### config.mk
export PLATFORM = sky130hd
export DESIGN_NAME = alu_mc
export DESIGN_NICKNAME = d
export VERILOG_FILES = /design/src/rtl/alu_mc.sv
export SDC_FILE = /design/constraint.sdc
export NUM_CORES = 1
export LEC_CHECK = 0
export ABC_AREA = 0
export CAP_MARGIN = 15
export CORE_ASPECT_RATIO = 1.2
export CORE_MARGIN = 8
export CORE_UTILIZATION = 29
export CTS_CLUSTER_SIZE = 28
export DETAILED_ROUTE_END_ITERATION = 8
export SETUP_SLACK_MARGIN = 0.05
export SLEW_MARGIN = 20
export SYNTH_ARGS = -nofsm -noshare
export SYNTH_HDL_FRONTEND = slang
export SYNTH_SLANG_ARGS = --single-unit
### constraint.sdc
create_clock -name clk -period 2.5 [get_ports clk]
set_clock_uncertainty 0.15 [all_clocks]
set_input_delay 0.375 -clock clk [delete_from_list [all_inputs] [get_ports clk]]
set_output_delay 0.375 -clock clk [all_outputs]
set_load 0.02 [all_outputs]
### src/rtl/alu_mc.sv
// alu_mc: RV32I ALU/compare unit with a registered result and valid/ready handshake.
// Defining ALU_MDU_EN adds the RV M extension (iterative shift-add multiply, restoring divide).
module alu_mc #(
    parameter  int XLEN    = 32,
    localparam int SHAMT_W = $clog2(XLEN)
) (
    input  logic            clk,
    input  logic            rst_n,
    input  logic            flush,
    input  logic            in_valid,
    output logic            in_ready,
    input  logic [XLEN-1:0] op1,
    input  logic [XLEN-1:0] op2,
    input  logic [4:0]      sel,
    input  logic            is_signed,
    output logic            out_valid,
    input  logic            out_ready,
    output logic [XLEN-1:0] result,
    output logic            Z,
    output logic            N,
    output logic            err
);

    logic               w_accept;
    logic               w_fin_vld;
    logic [XLEN-1:0]    w_fin_res;
    logic               w_fin_n;
    logic               w_fin_err;
    logic [XLEN-1:0]    w_alu_res;
    logic               w_alu_n;
    logic               w_alu_err;
    logic [SHAMT_W-1:0] w_shamt;
    logic               r_out_valid;
    logic [XLEN-1:0]    r_result;
    logic               r_z;
    logic               r_n;
    logic               r_err;

    assign w_shamt  = op2[SHAMT_W-1:0];
    assign w_accept = in_valid & in_ready;

    always_comb begin
        w_alu_res = '0;
        w_alu_err = 1'b0;
        w_alu_n   = 1'b0;
        case (sel)
            5'd0:    w_alu_res = op1 + op2;
            5'd1:    w_alu_res = op1 - op2;
            5'd2:    w_alu_res = op1 & op2;
            5'd3:    w_alu_res = op1 | op2;
            5'd4:    w_alu_res = op1 ^ op2;
            5'd5:    w_alu_res = op1 << w_shamt;
            5'd6:    w_alu_res = op1 >> w_shamt;
            5'd7:    w_alu_res = $unsigned($signed(op1) >>> w_shamt);
            5'd8:    w_alu_res = {{(XLEN-1){1'b0}}, $signed(op1) < $signed(op2)};
            5'd9:    w_alu_res = {{(XLEN-1){1'b0}}, op1 < op2};
            default: w_alu_err = 1'b1;
        endcase
        // SUB reports operand ordering, not the sign of the wrapped difference
        if (sel == 5'd1)
            w_alu_n = is_signed ? ($signed(op1) < $signed(op2)) : (op1 < op2);
        else
            w_alu_n = w_alu_res[XLEN-1];
    end

`ifdef ALU_MDU_EN
    typedef enum logic [1:0] {S_IDLE, S_MUL, S_DIV} state_t;

    state_t             r_state;
    logic [2*XLEN-1:0]  r_acc;     // MUL: {partial product, multiplier}; DIV: {remainder, dividend->quotient}
    logic [XLEN-1:0]    r_opb;
    logic [SHAMT_W-1:0] r_cnt;
    logic               r_neg;
    logic               r_hi;
    logic               w_is_mul;
    logic               w_is_div;
    logic               w_sgn1;
    logic               w_sgn2;
    logic               w_neg1;
    logic               w_neg2;
    logic               w_last;
    logic [XLEN-1:0]    w_mag1;
    logic [XLEN-1:0]    w_mag2;
    logic [XLEN-1:0]    w_div_val;
    logic [XLEN-1:0]    w_mdu_res;
    logic [XLEN:0]      w_sum;
    logic [XLEN:0]      w_rem_sh;
    logic [XLEN:0]      w_diff;
    logic [2*XLEN-1:0]  w_acc_nxt;
    logic [2*XLEN-1:0]  w_prod;

    assign w_is_mul = (sel >= 5'd10) && (sel <= 5'd13);
    assign w_is_div = (sel >= 5'd14) && (sel <= 5'd17);
    assign w_sgn1   = (sel == 5'd11) || (sel == 5'd12) || (sel == 5'd14) || (sel == 5'd16);
    assign w_sgn2   = (sel == 5'd11) || (sel == 5'd14) || (sel == 5'd16);
    assign w_neg1   = w_sgn1 & op1[XLEN-1];
    assign w_neg2   = w_sgn2 & op2[XLEN-1];
    assign w_mag1   = w_neg1 ? -op1 : op1;
    assign w_mag2   = w_neg2 ? -op2 : op2;
    assign w_last   = (r_cnt == SHAMT_W'(XLEN-1));

    assign w_sum    = {1'b0, r_acc[2*XLEN-1:XLEN]} + {1'b0, r_opb};
    assign w_rem_sh = r_acc[2*XLEN-1:XLEN-1];
    assign w_diff   = w_rem_sh - {1'b0, r_opb};

    always_comb begin
        if (r_state == S_MUL)
            w_acc_nxt = r_acc[0] ? {w_sum, r_acc[XLEN-1:1]} : {1'b0, r_acc[2*XLEN-1:1]};
        else if (w_diff[XLEN])
            w_acc_nxt = {w_rem_sh[XLEN-1:0], r_acc[XLEN-2:0], 1'b0};
        else
            w_acc_nxt = {w_diff[XLEN-1:0], r_acc[XLEN-2:0], 1'b1};
    end

    assign w_prod    = r_neg ? -w_acc_nxt : w_acc_nxt;
    assign w_div_val = r_hi ? w_acc_nxt[2*XLEN-1:XLEN] : w_acc_nxt[XLEN-1:0];
    assign w_mdu_res = (r_state == S_MUL) ? (r_hi ? w_prod[2*XLEN-1:XLEN] : w_prod[XLEN-1:0])
                                          : (r_neg ? -w_div_val : w_div_val);

    // Divide-by-zero never negates the quotient so DIV x/0 stays all ones
    always_ff @(posedge clk or negedge rst_n) begin
        if (!rst_n) begin
            r_state <= S_IDLE;
            r_acc   <= '0;
            r_opb   <= '0;
            r_cnt   <= '0;
            r_neg   <= 1'b0;
            r_hi    <= 1'b0;
        end else if (flush) begin
            r_state <= S_IDLE;
            r_cnt   <= '0;
        end else begin
            case (r_state)
                S_IDLE: begin
                    if (w_accept && (w_is_mul || w_is_div)) begin
                        r_cnt <= '0;
                        if (w_is_mul) begin
                            r_state <= S_MUL;
                            r_acc   <= {{XLEN{1'b0}}, w_mag2};
                            r_opb   <= w_mag1;
                            r_neg   <= w_neg1 ^ w_neg2;
                            r_hi    <= (sel != 5'd10);
                        end else begin
                            r_state <= S_DIV;
                            r_acc   <= {{XLEN{1'b0}}, w_mag1};
                            r_opb   <= w_mag2;
                            r_neg   <= (sel == 5'd16) ? w_neg1 : ((w_neg1 ^ w_neg2) & (op2 != '0));
                            r_hi    <= (sel >= 5'd16);
                        end
                    end
                end
                default: begin
                    r_acc <= w_acc_nxt;
                    r_cnt <= r_cnt + SHAMT_W'(1);
                    if (w_last) begin
                        r_state <= S_IDLE;
                        r_cnt   <= '0;
                    end
                end
            endcase
        end
    end

    assign in_ready = (r_state == S_IDLE) & (~r_out_valid | out_ready) & ~flush;

    always_comb begin
        w_fin_vld = w_accept & ~(w_is_mul | w_is_div);
        w_fin_res = w_alu_res;
        w_fin_n   = w_alu_n;
        w_fin_err = w_alu_err;
        if (r_state != S_IDLE) begin
            w_fin_vld = w_last;
            w_fin_res = w_mdu_res;
            w_fin_n   = w_mdu_res[XLEN-1];
            w_fin_err = 1'b0;
        end
    end
`else
    assign in_ready  = (~r_out_valid | out_ready) & ~flush;
    assign w_fin_vld = w_accept;
    assign w_fin_res = w_alu_res;
    assign w_fin_n   = w_alu_n;
    assign w_fin_err = w_alu_err;
`endif

    always_ff @(posedge clk or negedge rst_n) begin
        if (!rst_n) begin
            r_out_valid <= 1'b0;
            r_result    <= '0;
            r_z         <= 1'b0;
            r_n         <= 1'b0;
            r_err       <= 1'b0;
        end else if (flush) begin
            r_out_valid <= 1'b0;
        end else if (w_fin_vld) begin
            r_out_valid <= 1'b1;
            r_result    <= w_fin_res;
            r_z         <= (w_fin_res == '0);
            r_n         <= w_fin_n;
            r_err       <= w_fin_err;
        end else if (out_ready) begin
            r_out_valid <= 1'b0;
        end
    end

    assign out_valid = r_out_valid;
    assign result    = r_result;
    assign Z         = r_z;
    assign N         = r_n;
    assign err       = r_err;

endmodule

* Word-level counts from Yosys, hierarchy flattened
Index checks and enable logic that the tools add are counted.
** Cells by class
- Add/subtract/negate cells :: 2
- Order comparisons :: 2
- Equality and inequality tests :: 9
- Shift-type cells :: 3
- Mux-type cells :: 7
- Bitwise operators :: 8
- Reduce and logical (&&, ||, !) cells :: 5
** Operator list (count)
- 32-bit case mux with 10 select lines :: 1
- 32-bit less-than comparator :: 2
- 32-bit adder :: 1
- 32-bit bitwise AND :: 1
- 32-bit logical NOT :: 1
- 32-bit bitwise OR :: 1
- 32-bit by 5-bit << shifter with 32-bit output :: 1
- 32-bit by 5-bit right shift with 32-bit output :: 1
- 32-bit by 5-bit >>> shifter with 32-bit output :: 1
- 32-bit subtractor :: 1
- 32-bit XOR :: 1
- 5-bit by 3-bit equality test with 1-bit output, second input constant :: 4
- 5-bit by 2-bit equality test with 1-bit output, second input constant :: 2
- 5-bit by 4-bit equality test with 1-bit output, second input constant :: 2
- 10-bit OR reduction :: 1
- 1-bit 2-to-1 mux :: 6
- 5-bit by 1-bit equality test with 1-bit output, second input constant :: 1
- 5-bit logical NOT :: 1
- 3-bit nonzero test :: 1
- 1-bit bitwise AND :: 2
- 1-bit inverter :: 2
- 2-bit AND reduction :: 1
- 1-bit bitwise OR :: 1
** Storage, ports and cells
- Register bits :: 36
- Bits of input ports :: 75
- Output and inout port bits :: 37
- Logic and storage cells :: 41

* Logic depth before layout (Yosys ltp)
- Word-level depth :: 6
- Gate-level depth with buffers :: 17
- Depth with buffers taken out :: 15

* Least setup slack after synthesis
Ideal clock, no wire load.
- Path kind :: input port to flip-flop
- Start :: input op2[2]
- End :: register r_z, in the netlist Z
- Setup time :: 0.066 ns
- Arrival :: 4.243 ns
- Required time :: 2.284 ns
- Setup slack :: -1.959 ns
- Cell stages on the path :: 16
- Buffers on the path :: 4
- Cells stage by stage :: clkbuf_1 clkinv_1 clkbuf_1 clkbuf_1 ha_1 buf_4 nor3_1 o311ai_0 a31oi_1 nor4_1 o21ai_0 xnor2_1 a221o_1 or4_4 nor4_2 a41o_1
** Between the ends
- Longest elaborated chain between the ends :: 3
- Elaborated cells between the ends (all ways) :: 12
- Classes of those cells :: add/sub: 2; order compare: 2; shift: 3; mux: 1; bitwise: 3; reduce/logical: 1
** RTL lines
- start: declaration :: RTL line 13 : input logic [XLEN-1:0] op2,
- 32-bit subtractor, or another cell as far along :: RTL line 48 : 5'd1: w_alu_res = op1 - op2;
- 32-bit case mux with 10 select lines * :: RTL line 46 : case (sel)
- 32-bit logical NOT * :: RTL line 198 : r_z <= (w_fin_res == '0);
- end signal: assignment :: RTL line 198
- end: declaration :: RTL line 35 : logic r_z;
Every way passes the cells marked *; elsewhere a longest branch is shown, timed or not.
A chain may end at the register's enable or synchronous reset.

* Final worst setup path
- Start :: input op2[0]
- End :: register r_z, in the netlist Z
The elaborated chain is that of the path after synthesis.

==> reports/metrics.csv <==
metric,value,unit
number of synthesized flops with an enable pin,0,
TritonRoute pass-1 iters,5,
Die Y,227,um
GRT Resource Usage Total,30.5,%
failing checks,negative setup slack,
Seq pwr share,11.7,%
row count,77,
via density per instance,5.77,
predominant post-synthesis flop cell,dfrtp_1,
power per cell area,291,mW/mm^2
H-tree depth,2,
Syn Nets,1653,
"Area growth, synth to finish",91.3,%
initial core utilization,29.3,%
pin count of the biggest net entering global routing,48,
Final min period,3.66,ns
via count,15700,
Area after DPL,0.0170,sq mm
Final Cycle Share,147,%
sw power,2.61,mW
crit path cell chain,buf_8 -> buf_6 -> ha_4 -> inv_2 -> fa_2 -> nor2b_4 -> o21a_4 -> o31a_1 -> a311o_2 -> a2111oi_4 -> o221ai_2 -> a21oi_2 -> nand2_1 -> or4_4 -> nor4_2 -> a41o_1,
clk sink count,36,
Iter 0 DRT Violations,1525,
slew of the pin with the lowest slew margin,0.758,ns
async set-reset flop share out of synthesis,100,%
routability cong.,1.02,
layout cells sized above 1,54.3,%
Die X,191,um
synth top area cells,"ha_1 12%, dfrtp_1 8.4%, mux4_2 6.9%, mux2i_1 6.0%, nand2_1 5.7%",
status,finished with violations,
Int Pwr,3.35,mW
multi-input logic area,0.0110,sq mm
Worst-Skew Late Latency,0.28,ns
Critical Path Sink Type,flop,
vias in the first global route,16000,
DRC Markers,0,
Max rail drop VDD,195,uV
initial antenna violation count,0,
post-synthesis sequential element count,36,
Commonest cells post-synth,"164 x nand2_1, 124 x nor2_1, 99 x ha_1",
Nets,2428,
pins over their slew limit,0,
CTS tree,yes,
Fin. Hold Viols,0,
"slowest stage delay, CP",0.46,ns
sequential-to-total area share from yosys stat,8.41,%
"Setup violations, final",34,
total CTS buffers,5,
CP max FO,4,
Core Region,0.0366,sq mm
sw frac,43.8,%
Yosys cell types,92,
GR Overflow Total,0,
CTS Buffer Depth,2,
final setup TNS,-18.39,ns
Hold Path Class,in -> async,
pre-CTS setup slack,-1.95,ns
CP max-delay cell,a311o_2,
FMAX,0.273,GHz
static leakage,9.22,nW
Synth warnings,0,
Final Instance Area,0.0205,sq mm
Mapped Avg Cell Area,7.25,sq um
Routed WL,68900,um
first-pass GRT wire length,100000,um
Clock power frac,10.1,%
DRT antenna net count,0,
WL/cell,25.3,um
HPWL Detailed,55500,um
worst relative slew slack,49.5,%
"Req. time, crit path",2.57,ns
RSZ-0062 raised after global routing,true,
cells after synthesis,1477,
largest area contributor in the synthesized netlist,ha_1,
Register Area,901,sq um
Die Area,0.0434,sq mm
share of the synthesized area in the top cell type,11.6,%
crit path DAT,3.73,ns
most common cell in the netlist,nand2_1,
Worst-path clk slew,0.05,ns
MaxCap Viol Count,0,
# fillers,3431,
# port buffers,111,
Top Ports,112,
n_diodes,0,
Mapped Area,0.0107,sq mm
# hold bufs at CTS,0,
share of total power in combinational logic,78.2,%
kind of critical path,in -> reg,
setup ws final,-1.16,ns
clock root buffer,clkbuf_16,
Startpoint Class,input port,
## final timing paths
kind	from	to	slack [ns]	depth (start not counted)
worst max-delay path	op2[0]	Z	-1.16	16
worst min-delay path	rst_n	result[26]	0.02	1
worst max register to register	out_valid	Z	-0.32	13
worst min register to register	result[13]	result[13]	0.32	2
max in group asynchronous	rst_n	result[3]	1.70	1
min in group clk	result[13]	result[13]	0.32	2
## cells in the final DEF (no fill, tap or decap), types with 12 or more instances in the layout
master and count:
a211oi_1 14, a211oi_2 18, a21o_1 20, a21oi_1 51, a21oi_2 27, a221o_1 16
and2_1 13, buf_12 15, buf_2 12, buf_4 654, buf_6 96, buf_8 14
clkbuf_2 13, clkdlybuf4s50_1 51, dfrtp_1 36, dlygate4sd2_1 15, ha_1 57, ha_4 31
inv_1 59, inv_2 32, mux2_2 15, mux2i_1 53, mux4_2 33, nand2_1 151
nand2b_1 14, nand3_1 36, nand4_1 15, nor2_1 107, nor3_1 20, o211ai_1 23
o21ai_0 41, o21ai_1 32, o21ai_2 24, o22ai_1 12
## critical path, delay by kind of cell
kind / cells / cell delay (ns)
adders and majority gates: 2 / 0.47
and+or+nand+nor: 4 / 0.84
AOI/OAI and AO/OA: 7 / 1.83
buffers and inverters: 3 / 0.22
## metal layers
metal / track usage, % / wire length, um / vias up
met2: 53.4 / 33200 / 694
met4: 14.5 / 3930 / 0
met1: 37.0 / 27500 / 7702
met3: 2.89 / 4190 / 196
li1: - / - / 7131
met5: 0 / 0 / -
## layout make-up
| class | instances | area share [%] |
|---|---|---|
| multi-input cells | 1230 | 53.9 |
| clock buffers | 8 | 0.715 |
| repair buffers | 877 | 36.0 |
| inverters | 102 | 2.11 |
| flip-flops and latches | 36 | 4.40 |
| well taps | 474 | 2.89 |
## state kept, by name, summed over array words and instances (netlist names)
| signal | cells |
|---|---|
| err | 1 |
| Z | 1 |
| out_valid | 1 |
| result | 32 |
| N | 1 |
## logic make-up (layout without fill, tap and decap cells)
logic type	count (synthesis)	in the layout	share of synthesized area, %
simple gates	501	501	22.4
compound gates	490	490	32.3
buf+inv	211	987	8.06
mux	125	125	15.9
fa+ha+maj	101	101	11.9
flops	36	36	8.41
xor+xnor	13	13	1.06
## power groups by stage
stage | clock, mW | combinational (mW) | sequential, mW
after global placement | 0 | 3.68 | 0.705
after global routing | 0.651 | 4.88 | 0.709
final | 0.604 | 4.67 | 0.697
after CTS | 0.622 | 4.39 | 0.700
after floorplan | 0 | 1.55 | 0.798
after detailed placement | 0 | 3.69 | 0.710
## stage by stage
step,instances,hold WS [ns],util (%),power (mW)
after detailed placement,2595,0.313,46.5,4.40
after global placement,2595,0.308,46.5,4.39
after global routing,2727,0.0971,56.0,6.24
after CTS,2700,0.0408,54.5,5.71
final,2727,0.0163,56.0,5.97
after floorplan,1477,-0.0706,-,2.34
## repair_timing
item / 4_1_cts / 5_1_grt
endpoints found under the setup margin: 34 / 34
gates cloned: 3 / 0
endpoints found under the hold margin: 0 / 0
pin swaps: 160 / 93
setup buffers: 108 / 36
gates resized for setup: 615 / 146
Note: power is estimated with default switching activity, not from simulation.
